### src/rtl/muldiv_sequencer_pkg.sv
// muldiv_pkg: shared definitions for the Mult/Div sequencer slice.
//   state_t      - sequencer FSM states
//   UNIT_*       - 2-bit control codes understood by the Mult and Div units
//   DIVSTAT_*    - bit positions inside the Div unit status word
//   route_ctl()  - steers one control code to the selected unit, idles the other
package muldiv_pkg;

  typedef enum logic [2:0] {
    ST_IDLE,
    ST_LOAD,
    ST_RUN,
    ST_WRITE,
    ST_DONE,
    ST_EXC
  } state_t;

  localparam logic [1:0] UNIT_IDLE = 2'b00;
  localparam logic [1:0] UNIT_LOAD = 2'b01;
  localparam logic [1:0] UNIT_RUN  = 2'b10;
  localparam logic [1:0] UNIT_CLR  = 2'b11;

  localparam int DIVSTAT_DONE = 0;
  localparam int DIVSTAT_ZERO = 1;

  // Returns {mult_ctl, div_ctl}: the unit not in use always sees UNIT_IDLE.
  function automatic logic [3:0] route_ctl(input logic is_mult, input logic [1:0] code);
    return is_mult ? {code, UNIT_IDLE} : {UNIT_IDLE, code};
  endfunction

endpackage

### src/rtl/muldiv_sequencer_if.sv
// muldiv_sequencer_if: request/response and unit-control bundle of the sequencer.
//   master modport - Control_Unit and the Mult/Div units (drive requests and unit status)
//   slave modport  - muldiv_sequencer (drives unit codes, muxes, Hi/Lo writes, status)
// Signals:
//   start, op_is_mult, src_mem, abort   request side from Control_Unit
//   mult_done, div_status[1:0]          completion status from the units
//   mult_ctl[1:0], div_ctl[1:0]         unit control codes
//   div_or_mult, entry_sel              Hi/Lo source mux and DivMultEntry mux selects
//   write_hi, write_lo                  Hi/Lo write enables
//   busy, done, div0_exc, timeout_exc   status back to Control_Unit
interface muldiv_sequencer_if;
  logic       start;
  logic       op_is_mult;
  logic       src_mem;
  logic       abort;
  logic       mult_done;
  logic [1:0] div_status;
  logic [1:0] mult_ctl;
  logic [1:0] div_ctl;
  logic       div_or_mult;
  logic       entry_sel;
  logic       write_hi;
  logic       write_lo;
  logic       busy;
  logic       done;
  logic       div0_exc;
  logic       timeout_exc;

  modport master (
    output start, op_is_mult, src_mem, abort, mult_done, div_status,
    input  mult_ctl, div_ctl, div_or_mult, entry_sel, write_hi, write_lo,
           busy, done, div0_exc, timeout_exc
  );

  modport slave (
    input  start, op_is_mult, src_mem, abort, mult_done, div_status,
    output mult_ctl, div_ctl, div_or_mult, entry_sel, write_hi, write_lo,
           busy, done, div0_exc, timeout_exc
  );
endinterface

### src/rtl/muldiv_sequencer_watchdog.sv
// muldiv_watchdog: saturating RUN-cycle counter for the sequencer.
//   clock   in  rising-edge clock
//   reset   in  asynchronous active-low reset, count -> 0
//   clear   in  synchronous clear (highest priority)
//   enable  in  count up by one, saturating at MAX_CYCLES-1
//   expired out high while count == MAX_CYCLES-1
// CNT_W must satisfy 2**CNT_W > MAX_CYCLES.
module muldiv_watchdog #(
  parameter int MAX_CYCLES = 40,
  parameter int CNT_W      = 6
) (
  input  logic clock,
  input  logic reset,
  input  logic clear,
  input  logic enable,
  output logic expired
);

  localparam logic [CNT_W-1:0] LAST = CNT_W'(MAX_CYCLES - 1);

  logic [CNT_W-1:0] count;

  // Saturation keeps the count from wrapping back below LAST.
  always_ff @(posedge clock or negedge reset) begin
    if (!reset) begin
      count <= '0;
    end else if (clear) begin
      count <= '0;
    end else if (enable && (count != LAST)) begin
      count <= count + CNT_W'(1);
    end
  end

  assign expired = (count == LAST);

endmodule

### src/rtl/muldiv_sequencer.sv
// muldiv_sequencer: sequences the shared iterative Mult and Div units for
// Control_Unit. A request is latched in IDLE, the selected unit is loaded and
// run, and the result is committed to Hi/Lo followed by a done pulse, or an
// exception pulse is raised (divide-by-zero, watchdog timeout).
//   clock  in  rising-edge clock
//   reset  in  asynchronous active-low reset
//   bus    slave modport of muldiv_sequencer_if (requests, unit status,
//          unit codes, mux selects, Hi/Lo writes, status pulses)
module muldiv_sequencer
  import muldiv_pkg::*;
#(
  parameter int MAX_CYCLES = 40,
  parameter int CNT_W      = 6
) (
  input  logic                 clock,
  input  logic                 reset,
  muldiv_sequencer_if.slave    bus
);

  state_t     state, state_nx;
  logic       op_mult, op_mult_nx;
  logic       src_sel, src_sel_nx;
  logic       exc_div0, exc_div0_nx;

  logic       wd_clear, wd_enable, wd_expired;
  logic       unit_done, div_zero;
  logic [1:0] sel_code;
  logic       write_en, done_p, div0_p, tmo_p;
  logic [3:0] ctl_pair;

  muldiv_watchdog #(
    .MAX_CYCLES(MAX_CYCLES),
    .CNT_W     (CNT_W)
  ) u_watchdog (
    .clock  (clock),
    .reset  (reset),
    .clear  (wd_clear),
    .enable (wd_enable),
    .expired(wd_expired)
  );

  // Completion only counts from the unit actually in use; a zero divisor is
  // meaningless for a multiply.
  assign unit_done = op_mult ? bus.mult_done : bus.div_status[DIVSTAT_DONE];
  assign div_zero  = !op_mult && bus.div_status[DIVSTAT_ZERO];

  always_ff @(posedge clock or negedge reset) begin
    if (!reset) begin
      state    <= ST_IDLE;
      op_mult  <= 1'b0;
      src_sel  <= 1'b0;
      exc_div0 <= 1'b0;
    end else begin
      state    <= state_nx;
      op_mult  <= op_mult_nx;
      src_sel  <= src_sel_nx;
      exc_div0 <= exc_div0_nx;
    end
  end

  // exc_div0 remembers which exception to report in EXC, so the pulse is
  // decoded from registered state rather than from the unit inputs.
  // An abort forces the clear code during the cycle it is taken.
  always_comb begin
    state_nx    = state;
    op_mult_nx  = op_mult;
    src_sel_nx  = src_sel;
    exc_div0_nx = exc_div0;
    sel_code    = UNIT_IDLE;
    wd_clear    = 1'b0;
    wd_enable   = 1'b0;
    write_en    = 1'b0;
    done_p      = 1'b0;
    div0_p      = 1'b0;
    tmo_p       = 1'b0;

    case (state)
      ST_IDLE: begin
        if (bus.start) begin
          op_mult_nx = bus.op_is_mult;
          src_sel_nx = bus.src_mem;
          state_nx   = ST_LOAD;
        end
      end
      ST_LOAD: begin
        sel_code = UNIT_LOAD;
        wd_clear = 1'b1;
        if (bus.abort) begin
          sel_code = UNIT_CLR;
          state_nx = ST_IDLE;
        end else begin
          state_nx = ST_RUN;
        end
      end
      ST_RUN: begin
        sel_code  = UNIT_RUN;
        wd_enable = 1'b1;
        if (bus.abort) begin
          sel_code = UNIT_CLR;
          state_nx = ST_IDLE;
        end else if (div_zero) begin
          exc_div0_nx = 1'b1;
          state_nx    = ST_EXC;
        end else if (unit_done) begin
          state_nx = ST_WRITE;
        end else if (wd_expired) begin
          exc_div0_nx = 1'b0;
          state_nx    = ST_EXC;
        end
      end
      ST_WRITE: begin
        sel_code = UNIT_RUN;
        write_en = 1'b1;
        if (bus.abort) begin
          sel_code = UNIT_CLR;
          state_nx = ST_IDLE;
        end else begin
          state_nx = ST_DONE;
        end
      end
      ST_DONE: begin
        sel_code = UNIT_CLR;
        done_p   = 1'b1;
        state_nx = ST_IDLE;
      end
      ST_EXC: begin
        sel_code = UNIT_CLR;
        div0_p   = exc_div0;
        tmo_p    = !exc_div0;
        state_nx = ST_IDLE;
      end
      default: begin
        state_nx = ST_IDLE;
      end
    endcase
  end

  assign ctl_pair        = route_ctl(op_mult, sel_code);
  assign bus.mult_ctl    = ctl_pair[3:2];
  assign bus.div_ctl     = ctl_pair[1:0];
  assign bus.div_or_mult = op_mult;
  assign bus.entry_sel   = src_sel;
  assign bus.write_hi    = write_en;
  assign bus.write_lo    = write_en;
  assign bus.busy        = (state != ST_IDLE);
  assign bus.done        = done_p;
  assign bus.div0_exc    = div0_p;
  assign bus.timeout_exc = tmo_p;

endmodule

### src/flat_wrapper.sv
// flat-port wrapper written by rule: the top's interface ports become plain ports
module muldiv_sequencer_flat import muldiv_pkg::*;
#(
  parameter int MAX_CYCLES = 40,
  parameter int CNT_W      = 6
)
  (clock, reset, bus_start, bus_op_is_mult, bus_src_mem, bus_abort, bus_mult_done, bus_div_status, bus_mult_ctl, bus_div_ctl, bus_div_or_mult, bus_entry_sel, bus_write_hi, bus_write_lo, bus_busy, bus_done, bus_div0_exc, bus_timeout_exc);
  muldiv_sequencer_if bus_i ();
  input  logic clock;
  input  logic reset;
  input wire logic [$bits(bus_i.start)-1:0] bus_start;
  input wire logic [$bits(bus_i.op_is_mult)-1:0] bus_op_is_mult;
  input wire logic [$bits(bus_i.src_mem)-1:0] bus_src_mem;
  input wire logic [$bits(bus_i.abort)-1:0] bus_abort;
  input wire logic [$bits(bus_i.mult_done)-1:0] bus_mult_done;
  input wire logic [$bits(bus_i.div_status)-1:0] bus_div_status;
  output wire logic [$bits(bus_i.mult_ctl)-1:0] bus_mult_ctl;
  output wire logic [$bits(bus_i.div_ctl)-1:0] bus_div_ctl;
  output wire logic [$bits(bus_i.div_or_mult)-1:0] bus_div_or_mult;
  output wire logic [$bits(bus_i.entry_sel)-1:0] bus_entry_sel;
  output wire logic [$bits(bus_i.write_hi)-1:0] bus_write_hi;
  output wire logic [$bits(bus_i.write_lo)-1:0] bus_write_lo;
  output wire logic [$bits(bus_i.busy)-1:0] bus_busy;
  output wire logic [$bits(bus_i.done)-1:0] bus_done;
  output wire logic [$bits(bus_i.div0_exc)-1:0] bus_div0_exc;
  output wire logic [$bits(bus_i.timeout_exc)-1:0] bus_timeout_exc;
  assign bus_i.start = bus_start;
  assign bus_i.op_is_mult = bus_op_is_mult;
  assign bus_i.src_mem = bus_src_mem;
  assign bus_i.abort = bus_abort;
  assign bus_i.mult_done = bus_mult_done;
  assign bus_i.div_status = bus_div_status;
  assign bus_mult_ctl = bus_i.mult_ctl;
  assign bus_div_ctl = bus_i.div_ctl;
  assign bus_div_or_mult = bus_i.div_or_mult;
  assign bus_entry_sel = bus_i.entry_sel;
  assign bus_write_hi = bus_i.write_hi;
  assign bus_write_lo = bus_i.write_lo;
  assign bus_busy = bus_i.busy;
  assign bus_done = bus_i.done;
  assign bus_div0_exc = bus_i.div0_exc;
  assign bus_timeout_exc = bus_i.timeout_exc;
  muldiv_sequencer #(.MAX_CYCLES(MAX_CYCLES), .CNT_W(CNT_W)) u_core (.clock(clock), .reset(reset), .bus(bus_i));
endmodule
### config.mk
export PLATFORM = sky130hd
export DESIGN_NAME = muldiv_sequencer_flat
export DESIGN_NICKNAME = d
export VERILOG_FILES = /design/src/rtl/muldiv_sequencer_pkg.sv /design/src/rtl/muldiv_sequencer_if.sv /design/src/rtl/muldiv_sequencer_watchdog.sv /design/src/rtl/muldiv_sequencer.sv /design/src/flat_wrapper.sv
export SDC_FILE = /design/constraint.sdc
export NUM_CORES = 1
export LEC_CHECK = 0
export CAP_MARGIN = 40
export CORE_AREA = 2 2 43 45
export CTS_CLUSTER_DIAMETER = 150
export DETAILED_ROUTE_END_ITERATION = 10
export DIE_AREA = 0 0 45 47
export PLACE_DENSITY = 0.78
export SYNTH_ARGS = -nofsm -noshare
export SYNTH_HDL_FRONTEND = slang
export SYNTH_SLANG_ARGS = --single-unit
### constraint.sdc
create_clock -name clock -period 3.3 [get_ports clock]
set_input_delay 0.66 -clock clock [delete_from_list [all_inputs] [get_ports clock]]
set_output_delay 0.66 -clock clock [all_outputs]
set_load 0.1 [all_outputs]
==> reports/qor.log <==
INFO  worst_setup_path timing.critical_path.required=2.64ns
INFO  routing        post_detailed_route_wirelength_per_cell=14.60um
INFO  clock_network  clock_latency=0.27ns
INFO  synth          synth.top_cell.area_share=39.15%
INFO  routing        routed-via-count=736
INFO  timing         fin_setup_tns=0ns
INFO  timing         final.setup_skew=0.006704ns
INFO  placement      post_place_cells=117
INFO  timing         final_hold_viol_count=0
INFO  cells_and_area fin_util=61.89%
INFO  clock_network  post-cts-setup-buffers=0
INFO  worst_setup_path arrival=1.90ns
INFO  clock_network  cts_root_buffer=sky130_fd_sc_hd__clkbuf_4
INFO  timing         timing.slew.headroom=60.59%
INFO  worst_setup_path cp-end-kind=primary output
INFO  timing         rsz0062_at_grt=no
INFO  synth          seq_area_frac_synth=39.15%
INFO  routing        number_of_remaining_drc_errors=0
INFO  worst_setup_path r2r_cells=4
INFO  placement      hpwl=1366um
INFO  die            die_y=47um
INFO  routing        finalWirelength=1752um
INFO  worst_setup_path worstReg2RegEnd=u_core.state[1]$_DFFE_PN0P_
INFO  routing        detail-route-antenna-nets=0
INFO  clock_network  h-tree-depth=1
INFO  synth          ys.flop_type=sky130_fd_sc_hd__dfrtp_1
INFO  synth          synth-async-reset-ratio=100.0%
INFO  timing         layout_min_cycle_time=2.564ns
INFO  worst_setup_path worst-r2r-setup-slack=1.58ns
INFO  die            die_x=45um
INFO  timing         report.final.slew_viol_count=0
INFO  worst_setup_path crit_start=bus_abort
INFO  synth          yosys_warnings=0
INFO  routing        initialDrtViolationCount=25
INFO  routing        via_per_inst=6.133
INFO  synth          synth_top_cells_by_area=sky130_fd_sc_hd__dfrtp_1, sky130_fd_sc_hd__nand3_1, sky130_fd_sc_hd__nand2_1
INFO  global_route   grt_antenna_before_repair=0
INFO  cells_and_area seqCellArea=300.3squm
INFO  synth          postSynthCellCount=86
INFO  die            fp.dieArea=2115squm
INFO  cells_and_area nNetsFinal=115
INFO  status         status=complete, no violations
INFO  routing        met2RoutedLength=894um
INFO  global_route   grt_first_pass_wirelength=2884um
INFO  clock_network  tritoncts=yes
INFO  worst_setup_path worst_setup_sp_type=primary input
INFO  routing        wl_met3=94um
INFO  worst_setup_path critical_path.endpoint=bus_div_ctl[0]
INFO  synth          synth.cell_area=767.0squm
INFO  clock_network  clock_transition_at_the_register_clock_pins_on_the_worst_setup_and_hold_paths_after_cts=0.07ns
INFO  routing        drt-pass1-iter-count=4
INFO  cells_and_area fillers=142
INFO  routing        dr.max_layer_used=met3
INFO  placement      portBuffers=20
INFO  timing         max_clock_freq=0.3900GHz
INFO  cells_and_area multi_input_combinational_cell_area=446.7squm
INFO  die            placementRows=15
INFO  global_route   maximum_number_of_pins_on_one_net_before_global_route_repair=19
INFO  global_route   grt_pass1_vias=639
INFO  synth          synth_enable_flop_cells=0
INFO  routing        total_routed_wire_length_on_the_met1_layer=762um
INFO  clock_network  max-clock-path-buffers=2
INFO  clock_network  cts_buffers=3
INFO  worst_hold_path holdCritStartpoint=u_core.u_watchdog.count[5]$_DFFE_PN0P_
INFO  global_route   global_route.usage.total=19.85%
INFO  die            placeableCoreArea=1652squm
INFO  worst_setup_path timing.critical_path.fanout_max=4
INFO  synth          synth_cell_types=39
INFO  die            ios=21
INFO  cells_and_area area_growth_syn_to_layout=33.28%
INFO  clock_network  cts.sink_count=12
INFO  run            max_cap_viol_count=0
INFO  synth          netlist.top_cell.by_area=sky130_fd_sc_hd__dfrtp_1
INFO  synth          yosys_register_bits=12
INFO  worst_hold_path hold_class=flop to flop
INFO  clock_network  post_cts_resized=0
INFO  worst_hold_path min_delay_path_depth=1
INFO  worst_setup_path r2r-start=u_core.state[1]$_DFFE_PN0P_
INFO  die            floorplan.initialDensity=46.44%
INFO  cells_and_area finish.cell_count_without_fillers=120
INFO  cells_and_area layout-drive-gt1-share=24.27%
INFO  timing         setup_violations_final=0
INFO  timing         finalCritPeriodShare=77.70%
INFO  worst_setup_path timing.setup.critical_path_class=primary input to primary output
INFO  placement      finalWeightedCongestion=0.8164
INFO  synth          syn_nets=96
INFO  clock_network  post_cts_hold_buffer_count=0
INFO  synth          post_synth.cell_area_avg=8.918squm
INFO  cells_and_area diodes=0
INFO  global_route   total_grt_overflow=0
INFO  timing         tightestPinTransition=0.5911ns
how the worst min path moves through the flow:
stage	to	slack, ns
after floorplan	u_core.bus.div_or_mult$_DFFE_PN0P_	0.36
after global placement	u_core.u_watchdog.count[5]$_DFFE_PN0P_	0.47
after detailed placement	u_core.u_watchdog.count[5]$_DFFE_PN0P_	0.47
after CTS	u_core.u_watchdog.count[5]$_DFFE_PN0P_	0.48
after global routing	u_core.u_watchdog.count[5]$_DFFE_PN0P_	0.52
final	u_core.u_watchdog.count[5]$_DFFE_PN0P_	0.48
area by class of cell:
type | count | share of cell area [%]
clock buffer | 3 | 2.203
inverter | 3 | 1.102
multi-input combinational | 65 | 43.70
sequential | 12 | 29.38
tap | 17 | 2.081
timing repair buffer | 20 | 21.54
critical path, stage by stage:
cell and delay [ns]:
sky130_fd_sc_hd__clkdlybuf4s50_1 0.52, sky130_fd_sc_hd__inv_1 0.09, sky130_fd_sc_hd__o21ai_0 0.19, sky130_fd_sc_hd__and3_1 0.25
sky130_fd_sc_hd__buf_12 0.19
synthesized netlist by cell type, types with 2 or more instances:
cell,instances
sky130_fd_sc_hd__a211oi_1,3
sky130_fd_sc_hd__a21oi_1,4
sky130_fd_sc_hd__and3_1,2
sky130_fd_sc_hd__buf_2,3
sky130_fd_sc_hd__clkbuf_1,2
sky130_fd_sc_hd__dfrtp_1,12
sky130_fd_sc_hd__inv_1,2
sky130_fd_sc_hd__mux2_2,2
sky130_fd_sc_hd__nand2_1,7
sky130_fd_sc_hd__nand2b_1,2
sky130_fd_sc_hd__nand3_1,6
sky130_fd_sc_hd__nand4_1,2
sky130_fd_sc_hd__nor2_1,5
sky130_fd_sc_hd__nor3_1,3
sky130_fd_sc_hd__o211ai_1,2
sky130_fd_sc_hd__o21ai_0,4
sky130_fd_sc_hd__o21ai_1,2
sky130_fd_sc_hd__o31ai_1,2
per-layer routing:
layer | vias to the layer above | track usage [%]
met2 | 29 | 30.29
li1 | 358 | -
met1 | 349 | 26.33
met3 | 0 | 6.923
met4 | 0 | 7.059
met5 | - | 0
cells by family (layout without fill, tap and decap cells):
| logic type | count (synthesis) | after routing | synth area share [%] |
|---|---|---|---|
| flops | 12 | 12 | 39.15 |
| mux | 2 | 2 | 2.936 |
| xor+xnor | 1 | 1 | 1.142 |
| buf+inv | 9 | 26 | 5.383 |
| fa+ha+maj | 1 | 1 | 1.631 |
| compound gates | 20 | 20 | 16.48 |
| simple gates | 41 | 41 | 33.28 |
placed cells by master (no fill, tap or decap), types with 4 or more instances in the layout:
cell type                          n
sky130_fd_sc_hd__clkdlybuf4s50_1   8
sky130_fd_sc_hd__nand2_1           7
sky130_fd_sc_hd__dfrtp_1          12
sky130_fd_sc_hd__nand3_1           6
sky130_fd_sc_hd__o21ai_0           4
sky130_fd_sc_hd__nor2_1            5
sky130_fd_sc_hd__buf_4             8
sky130_fd_sc_hd__a21oi_1           4
sky130_fd_sc_hd__buf_12            4
state kept, by name, indices dropped and copies added (netlist names):
name	cells
u_core.u_watchdog.count	6
u_core.state	3
u_core.bus.div_or_mult	1
u_core.bus.entry_sel	1
u_core.exc_div0	1
through the flow:
| step | setup slack (ns) | hold WS, ns | cell area, sq um |
|---|---|---|---|
| after global placement | 0.7964 | 0.4656 | 999.7 |
| after global routing | 0.6708 | 0.5198 | 1022 |
| final | 0.7359 | 0.4840 | 1022 |
| after CTS | 0.7449 | 0.4839 | 1022 |
| after detailed placement | 0.7496 | 0.4746 | 999.7 |
| after floorplan | 0.002296 | 0.3644 | 788.3 |
Power is left out: the tool's default activity adds up to more than one toggle a clock period on the data nets, which glitch-free logic cannot reach.
